===== config.mk =====
export PLATFORM = sky130hd
export DESIGN_NAME = load_store_unit
export DESIGN_NICKNAME = d
export VERILOG_FILES = /design/src/rtl/lsu_pkg.sv /design/src/rtl/lsu_load_align.sv /design/src/rtl/load_store_unit.sv
export SDC_FILE = /design/constraint.sdc
export NUM_CORES = 1
export LEC_CHECK = 0
export CAP_MARGIN = 40
export CELL_PAD_IN_SITES_DETAIL_PLACEMENT = 0
export CELL_PAD_IN_SITES_GLOBAL_PLACEMENT = 1
export CORE_AREA = 2 2 168 170
export CTS_CLUSTER_DIAMETER = 150
export DETAILED_ROUTE_END_ITERATION = 12
export DIE_AREA = 0 0 170 172
export GPL_TIMING_DRIVEN = 0
export PLACE_DENSITY_LB_ADDON = 0.1
export SLEW_MARGIN = 20
export SYNTH_ARGS = -nofsm -noshare
export SYNTH_HDL_FRONTEND = slang
export SYNTH_SLANG_ARGS = --single-unit

===== constraint.sdc =====
create_clock -name clk -period 6.4 [get_ports clk]
set_input_delay 1.92 -clock clk [delete_from_list [all_inputs] [get_ports clk]]
set_output_delay 1.92 -clock clk [all_outputs]
set_load 0.05 [all_outputs]

===== src/rtl/lsu_pkg.sv =====
// Shared definitions for the load/store unit: size encoding, FSM states and
// small helpers for byte counts and alignment classification.
package lsu_pkg;

  localparam logic [1:0] SZ_WORD = 2'b00;
  localparam logic [1:0] SZ_HALF = 2'b01;
  localparam logic [1:0] SZ_BYTE = 2'b10;
  localparam logic [1:0] SZ_ILL  = 2'b11;

  typedef enum logic [2:0] {
    IDLE,
    ACCESS,
    LD_LO,
    LD_HI,
    ST_BYTE,
    RESP
  } lsu_state_e;

  // Number of bytes touched by an access; the illegal code counts as one so
  // the range check stays well defined (it is rejected anyway).
  function automatic logic [2:0] size_bytes(input logic [1:0] sz);
    case (sz)
      SZ_WORD: return 3'd4;
      SZ_HALF: return 3'd2;
      default: return 3'd1;
    endcase
  endfunction

  function automatic logic is_misaligned(input logic [1:0] sz, input logic [1:0] a);
    return ((sz == SZ_WORD) && (a != 2'b00)) || ((sz == SZ_HALF) && a[0]);
  endfunction

endpackage


===== src/rtl/lsu_load_align.sv =====
// Load data merge: shifts the 64-bit {hi, lo} pair right by whole bytes,
// truncates to the access size and sign/zero extends.
//   lo_i, hi_i  : low and high source words
//   shift_i     : byte offset (0..3)
//   size_i      : size code (word/half/byte)
//   unsigned_i  : 1 = zero-extend, 0 = sign-extend
//   data_o      : extended result
module lsu_load_align
  import lsu_pkg::*;
(
  input  logic [31:0] lo_i,
  input  logic [31:0] hi_i,
  input  logic [1:0]  shift_i,
  input  logic [1:0]  size_i,
  input  logic        unsigned_i,
  output logic [31:0] data_o
);

  logic [31:0] shifted;

  always_comb begin
    shifted = 32'({hi_i, lo_i} >> {shift_i, 3'b000});
    case (size_i)
      SZ_HALF: data_o = unsigned_i ? {16'h0, shifted[15:0]}
                                   : {{16{shifted[15]}}, shifted[15:0]};
      SZ_BYTE: data_o = unsigned_i ? {24'h0, shifted[7:0]}
                                   : {{24{shifted[7]}}, shifted[7:0]};
      default: data_o = shifted;
    endcase
  end

endmodule


===== src/rtl/load_store_unit.sv =====
// Load/store unit between a core request port and a single-cycle data memory.
// Aligned accesses take one memory cycle; misaligned loads read two words and
// merge them, misaligned stores are split into byte writes.
//   clk, reset          : clock, synchronous active-high reset
//   req_*               : core request (valid/ready handshake, accepted in IDLE)
//   rsp_valid/rdata/err : one-cycle completion pulse with load data or error
//   mem_*               : data memory port; mem_rdata is combinational
module load_store_unit
  import lsu_pkg::*;
#(
  parameter int unsigned ADDR_LIMIT       = 256,
  parameter int          ALLOW_MISALIGNED = 1
) (
  input  logic        clk,
  input  logic        reset,
  input  logic        req_valid,
  output logic        req_ready,
  input  logic        req_we,
  input  logic [31:0] req_addr,
  input  logic [31:0] req_wdata,
  input  logic [1:0]  req_size,
  input  logic        req_unsigned,
  output logic        rsp_valid,
  output logic [31:0] rsp_rdata,
  output logic        rsp_err,
  output logic        mem_we,
  output logic [31:0] mem_addr,
  output logic [31:0] mem_wdata,
  output logic [1:0]  mem_size,
  output logic        mem_unsigned,
  input  logic [31:0] mem_rdata
);

  lsu_state_e  state_q, state_d;
  logic        we_q, we_d;
  logic [31:0] addr_q, addr_d;
  logic [31:0] wdata_q, wdata_d;
  logic [1:0]  size_q, size_d;
  logic        uns_q, uns_d;
  logic        err_q, err_d;
  logic [1:0]  cnt_q, cnt_d;
  logic [31:0] lo_q, lo_d;
  logic [31:0] rdata_q, rdata_d;

  // Request classification. The end address is computed in 33 bits so an
  // access wrapping past 0xFFFFFFFF lands above the limit and is rejected.
  logic [32:0] req_last;
  logic        req_mis;
  logic        req_err;

  always_comb begin
    req_last = {1'b0, req_addr} + 33'(size_bytes(req_size)) - 33'd1;
    req_mis  = is_misaligned(req_size, req_addr[1:0]);
    req_err  = (req_size == SZ_ILL) || (req_last >= 33'(ADDR_LIMIT)) ||
               (req_mis && (ALLOW_MISALIGNED == 0));
  end

  // One merge path serves both load flavours: aligned loads pass mem_rdata
  // with no shift, misaligned loads merge the captured low word with the
  // high word being read in LD_HI.
  logic        in_hi;
  logic [31:0] al_lo, al_hi, al_data;
  logic [1:0]  al_shift;

  assign in_hi    = (state_q == LD_HI);
  assign al_lo    = in_hi ? lo_q : mem_rdata;
  assign al_hi    = in_hi ? mem_rdata : 32'h0;
  assign al_shift = in_hi ? addr_q[1:0] : 2'b00;

  lsu_load_align u_align (
    .lo_i       (al_lo),
    .hi_i       (al_hi),
    .shift_i    (al_shift),
    .size_i     (size_q),
    .unsigned_i (uns_q),
    .data_o     (al_data)
  );

  logic [1:0] last_idx;
  assign last_idx = 2'(size_bytes(size_q) - 3'd1);

  // Next-state and register updates
  always_comb begin
    state_d = state_q;
    we_d    = we_q;
    addr_d  = addr_q;
    wdata_d = wdata_q;
    size_d  = size_q;
    uns_d   = uns_q;
    err_d   = err_q;
    cnt_d   = cnt_q;
    lo_d    = lo_q;
    rdata_d = rdata_q;
    case (state_q)
      IDLE: begin
        if (req_valid) begin
          we_d    = req_we;
          addr_d  = req_addr;
          wdata_d = req_wdata;
          size_d  = req_size;
          uns_d   = req_unsigned;
          err_d   = req_err;
          cnt_d   = 2'd0;
          lo_d    = 32'h0;
          rdata_d = 32'h0;
          if (req_err)       state_d = RESP;
          else if (!req_mis) state_d = ACCESS;
          else if (req_we)   state_d = ST_BYTE;
          else               state_d = LD_LO;
        end
      end
      ACCESS: begin
        if (!we_q) rdata_d = al_data;
        state_d = RESP;
      end
      LD_LO: begin
        lo_d    = mem_rdata;
        state_d = LD_HI;
      end
      LD_HI: begin
        rdata_d = al_data;
        state_d = RESP;
      end
      ST_BYTE: begin
        cnt_d = cnt_q + 2'd1;
        if (cnt_q == last_idx) state_d = RESP;
      end
      RESP:    state_d = IDLE;
      default: state_d = IDLE;
    endcase
  end

  // Outputs; reset forces the idle values combinationally so nothing leaks
  // out during the reset cycle itself.
  logic [7:0] st_byte;
  assign st_byte = 8'(wdata_q >> {cnt_q, 3'b000});

  always_comb begin
    req_ready    = (state_q == IDLE);
    rsp_valid    = (state_q == RESP);
    rsp_err      = (state_q == RESP) && err_q;
    rsp_rdata    = (state_q == RESP) ? rdata_q : 32'h0;
    mem_we       = 1'b0;
    mem_addr     = 32'h0;
    mem_wdata    = 32'h0;
    mem_size     = SZ_WORD;
    mem_unsigned = 1'b0;
    case (state_q)
      ACCESS: begin
        mem_we       = we_q;
        mem_addr     = addr_q;
        mem_wdata    = wdata_q;
        mem_size     = size_q;
        mem_unsigned = uns_q;
      end
      LD_LO:   mem_addr = {addr_q[31:2], 2'b00};
      LD_HI:   mem_addr = {addr_q[31:2], 2'b00} + 32'd4;
      ST_BYTE: begin
        mem_we    = 1'b1;
        mem_addr  = addr_q + {30'h0, cnt_q};
        mem_wdata = {24'h0, st_byte};
        mem_size  = SZ_BYTE;
      end
      default: ;
    endcase
    if (reset) begin
      req_ready    = 1'b0;
      rsp_valid    = 1'b0;
      rsp_err      = 1'b0;
      rsp_rdata    = 32'h0;
      mem_we       = 1'b0;
      mem_addr     = 32'h0;
      mem_wdata    = 32'h0;
      mem_size     = SZ_WORD;
      mem_unsigned = 1'b0;
    end
  end

  always_ff @(posedge clk) begin
    if (reset) begin
      state_q <= IDLE;
      we_q    <= 1'b0;
      addr_q  <= 32'h0;
      wdata_q <= 32'h0;
      size_q  <= SZ_WORD;
      uns_q   <= 1'b0;
      err_q   <= 1'b0;
      cnt_q   <= 2'd0;
      lo_q    <= 32'h0;
      rdata_q <= 32'h0;
    end else begin
      state_q <= state_d;
      we_q    <= we_d;
      addr_q  <= addr_d;
      wdata_q <= wdata_d;
      size_q  <= size_d;
      uns_q   <= uns_d;
      err_q   <= err_d;
      cnt_q   <= cnt_d;
      lo_q    <= lo_d;
      rdata_q <= rdata_d;
    end
  end

endmodule


==> summary.md, run 1 <==
| Metric | Value |
|---|---|
| DIE WIDTH | about 170 um |
| Yosys warnings | 0 |
| Slowest-stage cell, CP | clkdlybuf4s50_1 |
| Final Non-Filler Cells | between 2000 and 2500 |
| Lkg Pwr | approximately 5.1 nW |
| Synth top cells by count | 286 x nand2_1, 204 x a21oi_1, 138 x dfxtp_1 |
| Layout area overhead | 29.75% |
| Cells after DPL | between 1500 and 2000 |
| Minimum clock period | about 6400 ps |
| Detailed Route WL | between 40 and 50 mm |
| Detail-routed via count per cell | 5.645 |
| Top-count cell post-synth | nand2_1 |
| Adder-cell share of the synthesized area | around 5.3% |
| Mux cell area share after synthesis | under 10% |
| CTS tree | built |
| CP arrival | between 4000 and 5000 ps |
| H-Tree Depth | 4 |
| Least-Margin Pin Slew | slightly below 900 ps |
| IO Pins | 206 |
| Core Rows | 61 |
| Worst-Skew Late Latency | ~430 ps |
| Status | complete, no violations |
| Clock buffer depth | 2 |
| Async set-or-reset flop fraction in the synthesized netlist | 0% |
| Largest net degree at the start of global routing | 17 |
| Final Slew Violations | 0 |
| Initial Util | about 37% |
| WS Path Type | in -> out |
| Final Wtd Congestion | between 0.9 and 1 |
| Cell mode on critical path | clkdlybuf4s50_1 |
| FF-to-FF path depth | 11 |
| Worst Setup End Kind | output pin |
| Initial antenna violation count | 0 |
| Synthesized cell area | about 10000 um^2 |
| Die Height | 172 um |
| Hold depth | 2 |
| Post-synthesis simple-gate area fraction | 27.89% |
| Placed cell area | between 10000 and 15000 um^2 |
| Hold buffers post-CTS | 0 |
| Clk_skew | approximately 15 ps |
| Max-Cap Viols | 0 |
| Critical Path, Cell by Cell | clkdlybuf4s50_1 -> or2_2 -> clkbuf_1 -> nor2_2 -> and2_1 -> clkdlybuf4s50_1 |
| Clock-pin slew on the worst setup and hold paths | around 70 ps |
| Pwr per Cell Area | between 200 and 250 nW/um^2 |
| Via Count | about 11000 |
| Total CTS buffers | 17 |
| Synth area leader | dfxtp_1 |
| Dpl hpwl | approximately 32 mm |
| Post-CTS setup buffers | 0 |
| Top_reg_cell synth | dfxtp_1 |
| Antenna Violating Nets Remaining | 0 |
| Sequential fraction of the synthesis area | a little over a quarter |
| Startpoint types | primary input |
| PostCTS Resize Cnt | slightly above 60 |
| Port Buf Inserts | just over 200 |
| Syn_nets | 1571 |
| DRC errors left | 0 |
| Die area | between 20000 and 30000 um^2 |
| Crit path largest cell delay | just over 800 ps |
| Worst Path Max Fanout | 7 |
| Class of the worst hold path | reg -> reg |
| Slew HR | between 30% and 40% |
| Total gr overflow | 0 |
| Final setup viols | 0 |
| Combinational family with the most area after synthesis | simple AND/OR/NAND/NOR gates |
| Synthesized instance count | 1426 |
| Final Util | around 48% |
| Core area | roughly 27000 um^2 |
| Setup total negative slack | 0 ps |
| Post-Synth XOR/XNOR Area | between 1 and 1.5% |
| Initial DRC count | around 900 |
| NumNets Final | roughly 1800 |
| Number of enable flip-flop cells after synthesis | 0 |
| Avg WL per Cell | about 20 um |
| Global Route Usage Sum | ~28% |
| Syn avg cell area | between 7 and 8 um^2 |
| Leading post-synthesis cells by cell area | dfxtp_1 27%, nand2_1 10%, a21oi_1 10% |
| Yosys cell types | 77 |
| CP required | 4480 ps |
| Share of cells above drive strength 1 | roughly 8.7% |
| Clk sink count | around 140 |
| Final Instance Area | ~13000 um^2 |
| Final Hold Fails | 0 |
| Antenna diode count | 0 |
| Seq cells post-synth | approximately 140 |
| Root Buffer | clkbuf_16 |
| Post-synthesis compound-gate area fraction | 23.12% |
| Final period utilization | between 90% and 100% |
| Drt pass-1 iters | 8 |
| Fmax | about 160 MHz |
| First-pass GRT wire length | 62.09 mm |
| Peak supply drop | 187.7 uV |
| Number of global-route vias before repair | approximately 11000 |
| Top cell type's share of synthesized area | about 27% |
## per-layer routing
metal / vias to the layer above / wire, um / track usage [%]
met4: 0 / 750 / 7.321
met3: 46 / 3108 / 5.745
met5: - / 0 / 0
met2: 436 / 17920 / 43.03
met1: 5380 / 19030 / 38.87
li1: 5512 / - / -
## sequential cells by signal (all words and copies together) (netlist names)
| signal | count |
|---|---|
| addr_q | 32 |
| we_q | 1 |
| cnt_q | 2 |
| rdata_q | 32 |
| state_q | 3 |
| size_q | 2 |
| err_q | 1 |
| lo_q | 32 |
| uns_q | 1 |
| wdata_q | 32 |
## power breakdown
group,internal [mW],switching (mW),total [mW],leakage [nW]
sequential,0.922,0.0598,0.982,1.12
combinational,0.316,0.585,0.901,3.66
clock,0.647,0.444,1.09,0.313
## logic make-up (layout without fill, tap and decap cells)
family,count (synthesis),count (layout)
compound gates,396,396
buf+inv,158,401
fa+ha+maj,42,42
mux,46,46
xor+xnor,17,17
flops,138,138
simple gates,629,629
## cell usage in the layout (no fill, tap or decap), types with 9 or more instances in the layout
| cell type | Yosys | final |
|---|---|---|
| dfxtp_1 | 138 | 138 |
| inv_1 | 56 | 56 |
| clkdlybuf4s50_1 | 0 | 143 |
| a31oi_1 | 25 | 25 |
| nand2_1 | 286 | 286 |
| dlygate4sd2_1 | 0 | 18 |
| mux4_2 | 38 | 38 |
| xnor2_1 | 9 | 9 |
| nand3_1 | 55 | 55 |
| o21ai_0 | 56 | 55 |
| nor3_1 | 24 | 23 |
| clkbuf_1 | 82 | 77 |
| clkbuf_16 | 0 | 17 |
| o21a_1 | 9 | 9 |
| a211oi_1 | 15 | 15 |
| and2_1 | 62 | 62 |
| nor2_1 | 132 | 130 |
| a21o_1 | 11 | 11 |
| clkbuf_2 | 2 | 36 |
| ha_1 | 40 | 40 |
| a22oi_1 | 15 | 15 |
| a21oi_1 | 204 | 203 |
| nand4_1 | 14 | 14 |
| a311oi_1 | 14 | 14 |
## critical path, delay by kind of cell
family	cells	cell delay, ps
buf+inv	3	1570
simple gates	3	940
## through the flow
stage	hold slack (ps)	worst slack, ps	total power [mW]
2_1_floorplan	427.3	479.3	1.546
3_3_place_gp	439.8	-700.4	1.878
3_5_place_dp	441.0	-618.1	1.881
4_1_cts	449.5	8.527	2.967
5_1_grt	465.7	-0.7563	3.113
6_report	446.5	43.09	2.974
## final cells by class
cell class | instances | area (um^2)
Buffer | 101 | 417.9
Sequential cell | 138 | 2763
Tap cell | 346 | 432.9
Timing Repair Buffer | 211 | 1958
Multi-Input combinational cell | 1130 | 6868
Inverter | 57 | 214.0
Clock inverter | 13 | 182.7
Fill cell | 2866 | 14190
Clock buffer | 19 | 452.9
## path summary, 6_finish.rpt
path / startpoint / end / slack [ps]
max: reset / rsp_rdata[1] / 40
min: rdata_q[21]$_SDFFE_PP0P_ / rdata_q[21]$_SDFFE_PP0P_ / 450
max reg2reg: state_q[0]$_SDFFE_PP0P_ / rdata_q[28]$_SDFFE_PP0P_ / 3070
min reg2reg: rdata_q[21]$_SDFFE_PP0P_ / rdata_q[21]$_SDFFE_PP0P_ / 450
Note: power is estimated with default switching activity, not from simulation.
==> run 2, diff against run 1 <==
- CTS_CLUSTER_SIZE: not set -> 25
- SLEW_MARGIN: 20 -> not set
==> run 2 against run 1 <==
Compared with the run above:
- critical path depth did not move
- global-route usage stayed put
- largest cell class unchanged
- final area down 0.40%
- combinational power shrank 0.7%
- fmax fell by 0.42%
- clock power hardly changed
- critical endpoint unchanged
- clock skew shrank 0.95 ps
==> summary.md, run 2 (synthesis gave the netlist of run 1 again) <==
| Metric | Value |
|---|---|
| Status | complete, no violations |
| Final Instance Area | 13240 um^2 (-0.40%) |
| Highest routed layer | met4 |
| Met1 wire length | 19.19 mm (+0.83%) |
| WL met3 | 2.910 mm (-6.4%) |
| First-pass GRT wire length | 62.09 mm (unchanged) |
| Avg WL per Cell | 20.29 um (+0.21%) |
| Fmax | 156.7 MHz (-0.42%) |
| Total gr overflow | 0 (unchanged) |
| Total CTS buffers | 17 (unchanged) |
| DIE WIDTH | 170 um (unchanged) |
| Worst-Skew Late Latency | 430 ps (about the same) |
| Via Count | 11390 (+0.13%) |
| Die Height | 172 um (unchanged) |
| Core Rows | 61 (unchanged) |
| Least-Margin Pin Slew | 936.7 ps (+45.19 ps) |
| Clk_skew | 14.43 ps (-0.9457 ps) |
| WS Path Type | in -> out |
| Final Wtd Congestion | 0.9126 (unchanged) |
| Leading cell type in the layout, fill and taps excluded | nand2_1 |
| Lkg Pwr | 5.060 nW (-0.64%) |
| Class of the worst hold path | reg -> reg |
| Largest net degree at the start of global routing | 17 (unchanged) |
| Share of cells above drive strength 1 | 8.419% (-0.33 points) |
| Final setup viols | 0 (unchanged) |
| Initial antenna violation count | 0 (unchanged) |
| Final Slew Violations | 0 (unchanged) |
| Peak supply drop | 188.1 uV (+0.24%) |
| Max-Cap Viols | 0 (unchanged) |
| Clock buffer depth | 2 (unchanged) |
| Number of global-route vias before repair | 10660 (unchanged) |
| Root Buffer | clkbuf_16 |
| DR WL met2 | 17.89 mm (-0.12%) |
| Antenna Violating Nets Remaining | 0 (unchanged) |
| Antenna diode count | 0 (unchanged) |
| Most frequent cells in the layout | 286 x nand2_1, 203 x a21oi_1, 143 x clkdlybuf4s50_1 |
| Slew HR | 37.55% (-2.1 points) |
| Global Route Usage Sum | 27.63% (unchanged) |
| Dpl hpwl | 31.81 mm (unchanged) |
| Layout area overhead | 29.22% |
| DRC errors left | 0 (unchanged) |
| Placed cell area | 12730 um^2 (unchanged) |
| Clk sink count | 138 (unchanged) |
| Pwr per Cell Area | 224.5 nW/um^2 (+0.33%) |
| Worst Setup End Kind | output pin |
| Initial Util | 37.28% (unchanged) |
| Drt pass-1 iters | 5 (-3) |
| Final period utilization | 99.74% (+0.41 points) |
| Hold buffers post-CTS | 0 (unchanged) |
| RSZ-0062 raised after global routing | no |
| H-Tree Depth | 4 (unchanged) |
| Detailed Route WL | 40.77 mm (about the same) |
| Detail-routed via count per cell | 5.669 (+0.43%) |
| CP required | 4480 ps (about the same) |
| Clock-pin slew on the worst setup and hold paths | 70 ps (about the same) |
| Die area | 29240 um^2 (unchanged) |
| IO Pins | 206 (unchanged) |
| Final Util | 48.17% (-0.20 points) |
| Worst hold slack | 446.5 ps (+0.04800 ps) |
| Worst Path Max Fanout | 7 (unchanged) |
| Startpoint types | primary input |
| Final Hold Fails | 0 (unchanged) |
| Tot Pwr | 2.971 mW (about the same) |
| Initial DRC count | 873 (-2.7%) |
| Port Buf Inserts | 205 (unchanged) |
| Core area | 27480 um^2 (unchanged) |
| NumNets Final | 1795 (-0.33%) |
| CTS tree | built |
| CP arrival | 4460 ps (+20 ps) |
| Minimum clock period | 6383 ps (+26.55 ps) |
[run 2: changes by cell type in the layout (fill, tap and decap cells not counted)]
cell      previous run  this run
buf_6                5         2
clkbuf_4             2         0
buf_2                7         6
[run 2: through the flow]
step | setup slack (ps) | instances | TNS, ps
floorplan | 479.3 | 1426 | 0
global placement | -700.4 | 1977 | -20790
detailed placement | -618.1 | 1977 | -19030
CTS | 8.527 | 2009 | 0
global route | 0.6484 | 2009 | 0
finish | 16.54 | 2009 | 0
[run 2: worst max-delay path: stages]
cell             delay, ps
clkdlybuf4s50_1        560
or2_2                  350
clkbuf_1               210
nor2_2                 360
and2_1                 240
clkdlybuf4s50_1        820
[run 2: final timing paths]
check	startpoint	end	slack, ps	cells past startpoint
worst min-delay path	rdata_q[21]$_SDFFE_PP0P_	rdata_q[21]$_SDFFE_PP0P_	450	2
worst max register to register	addr_q[0]$_SDFFE_PP0P_	rdata_q[28]$_SDFFE_PP0P_	3030	8
worst max-delay path	reset	rsp_rdata[1]	20	6
worst min register to register	rdata_q[21]$_SDFFE_PP0P_	rdata_q[21]$_SDFFE_PP0P_	450	2
[run 2: power by group]
group	switching [mW]	leakage, nW	internal, mW
Sequential	0.0596	1.12	0.922
Combinational	0.584	3.62	0.311
Clock	0.448	0.313	0.647
[run 2: final cells by class]
class | instances | area [um^2]
Sequential cell | 138 | 2763
Timing Repair Buffer | 205 | 1904
Fill cell | 2869 | 14240
Inverter | 57 | 214.0
Buffer | 101 | 417.9
Clock buffer | 19 | 452.9
Multi-Input combinational cell | 1130 | 6868
Clock inverter | 13 | 182.7
Tap cell | 346 | 432.9
[run 2: routing by layer]
metal	track usage, %	up-vias
met5	0	-
met4	7.321	0
met3	5.745	50
met2	43.03	435
met1	38.87	5413
li1	-	5491
[run 2: repair_timing]
| item | 4_1_cts | 5_1_grt |
|---|---|---|
| buffers inserted | 0 | 0 |
| gates resized for setup | 61 | 79 |
| endpoints found under the setup margin | 68 | 57 |
==> run 3, diff against run 2 <==
- SLEW_MARGIN: not set -> 10
==> results of run 3 <==
The final DEF is identical to that of run 2; final timing and power are the same.
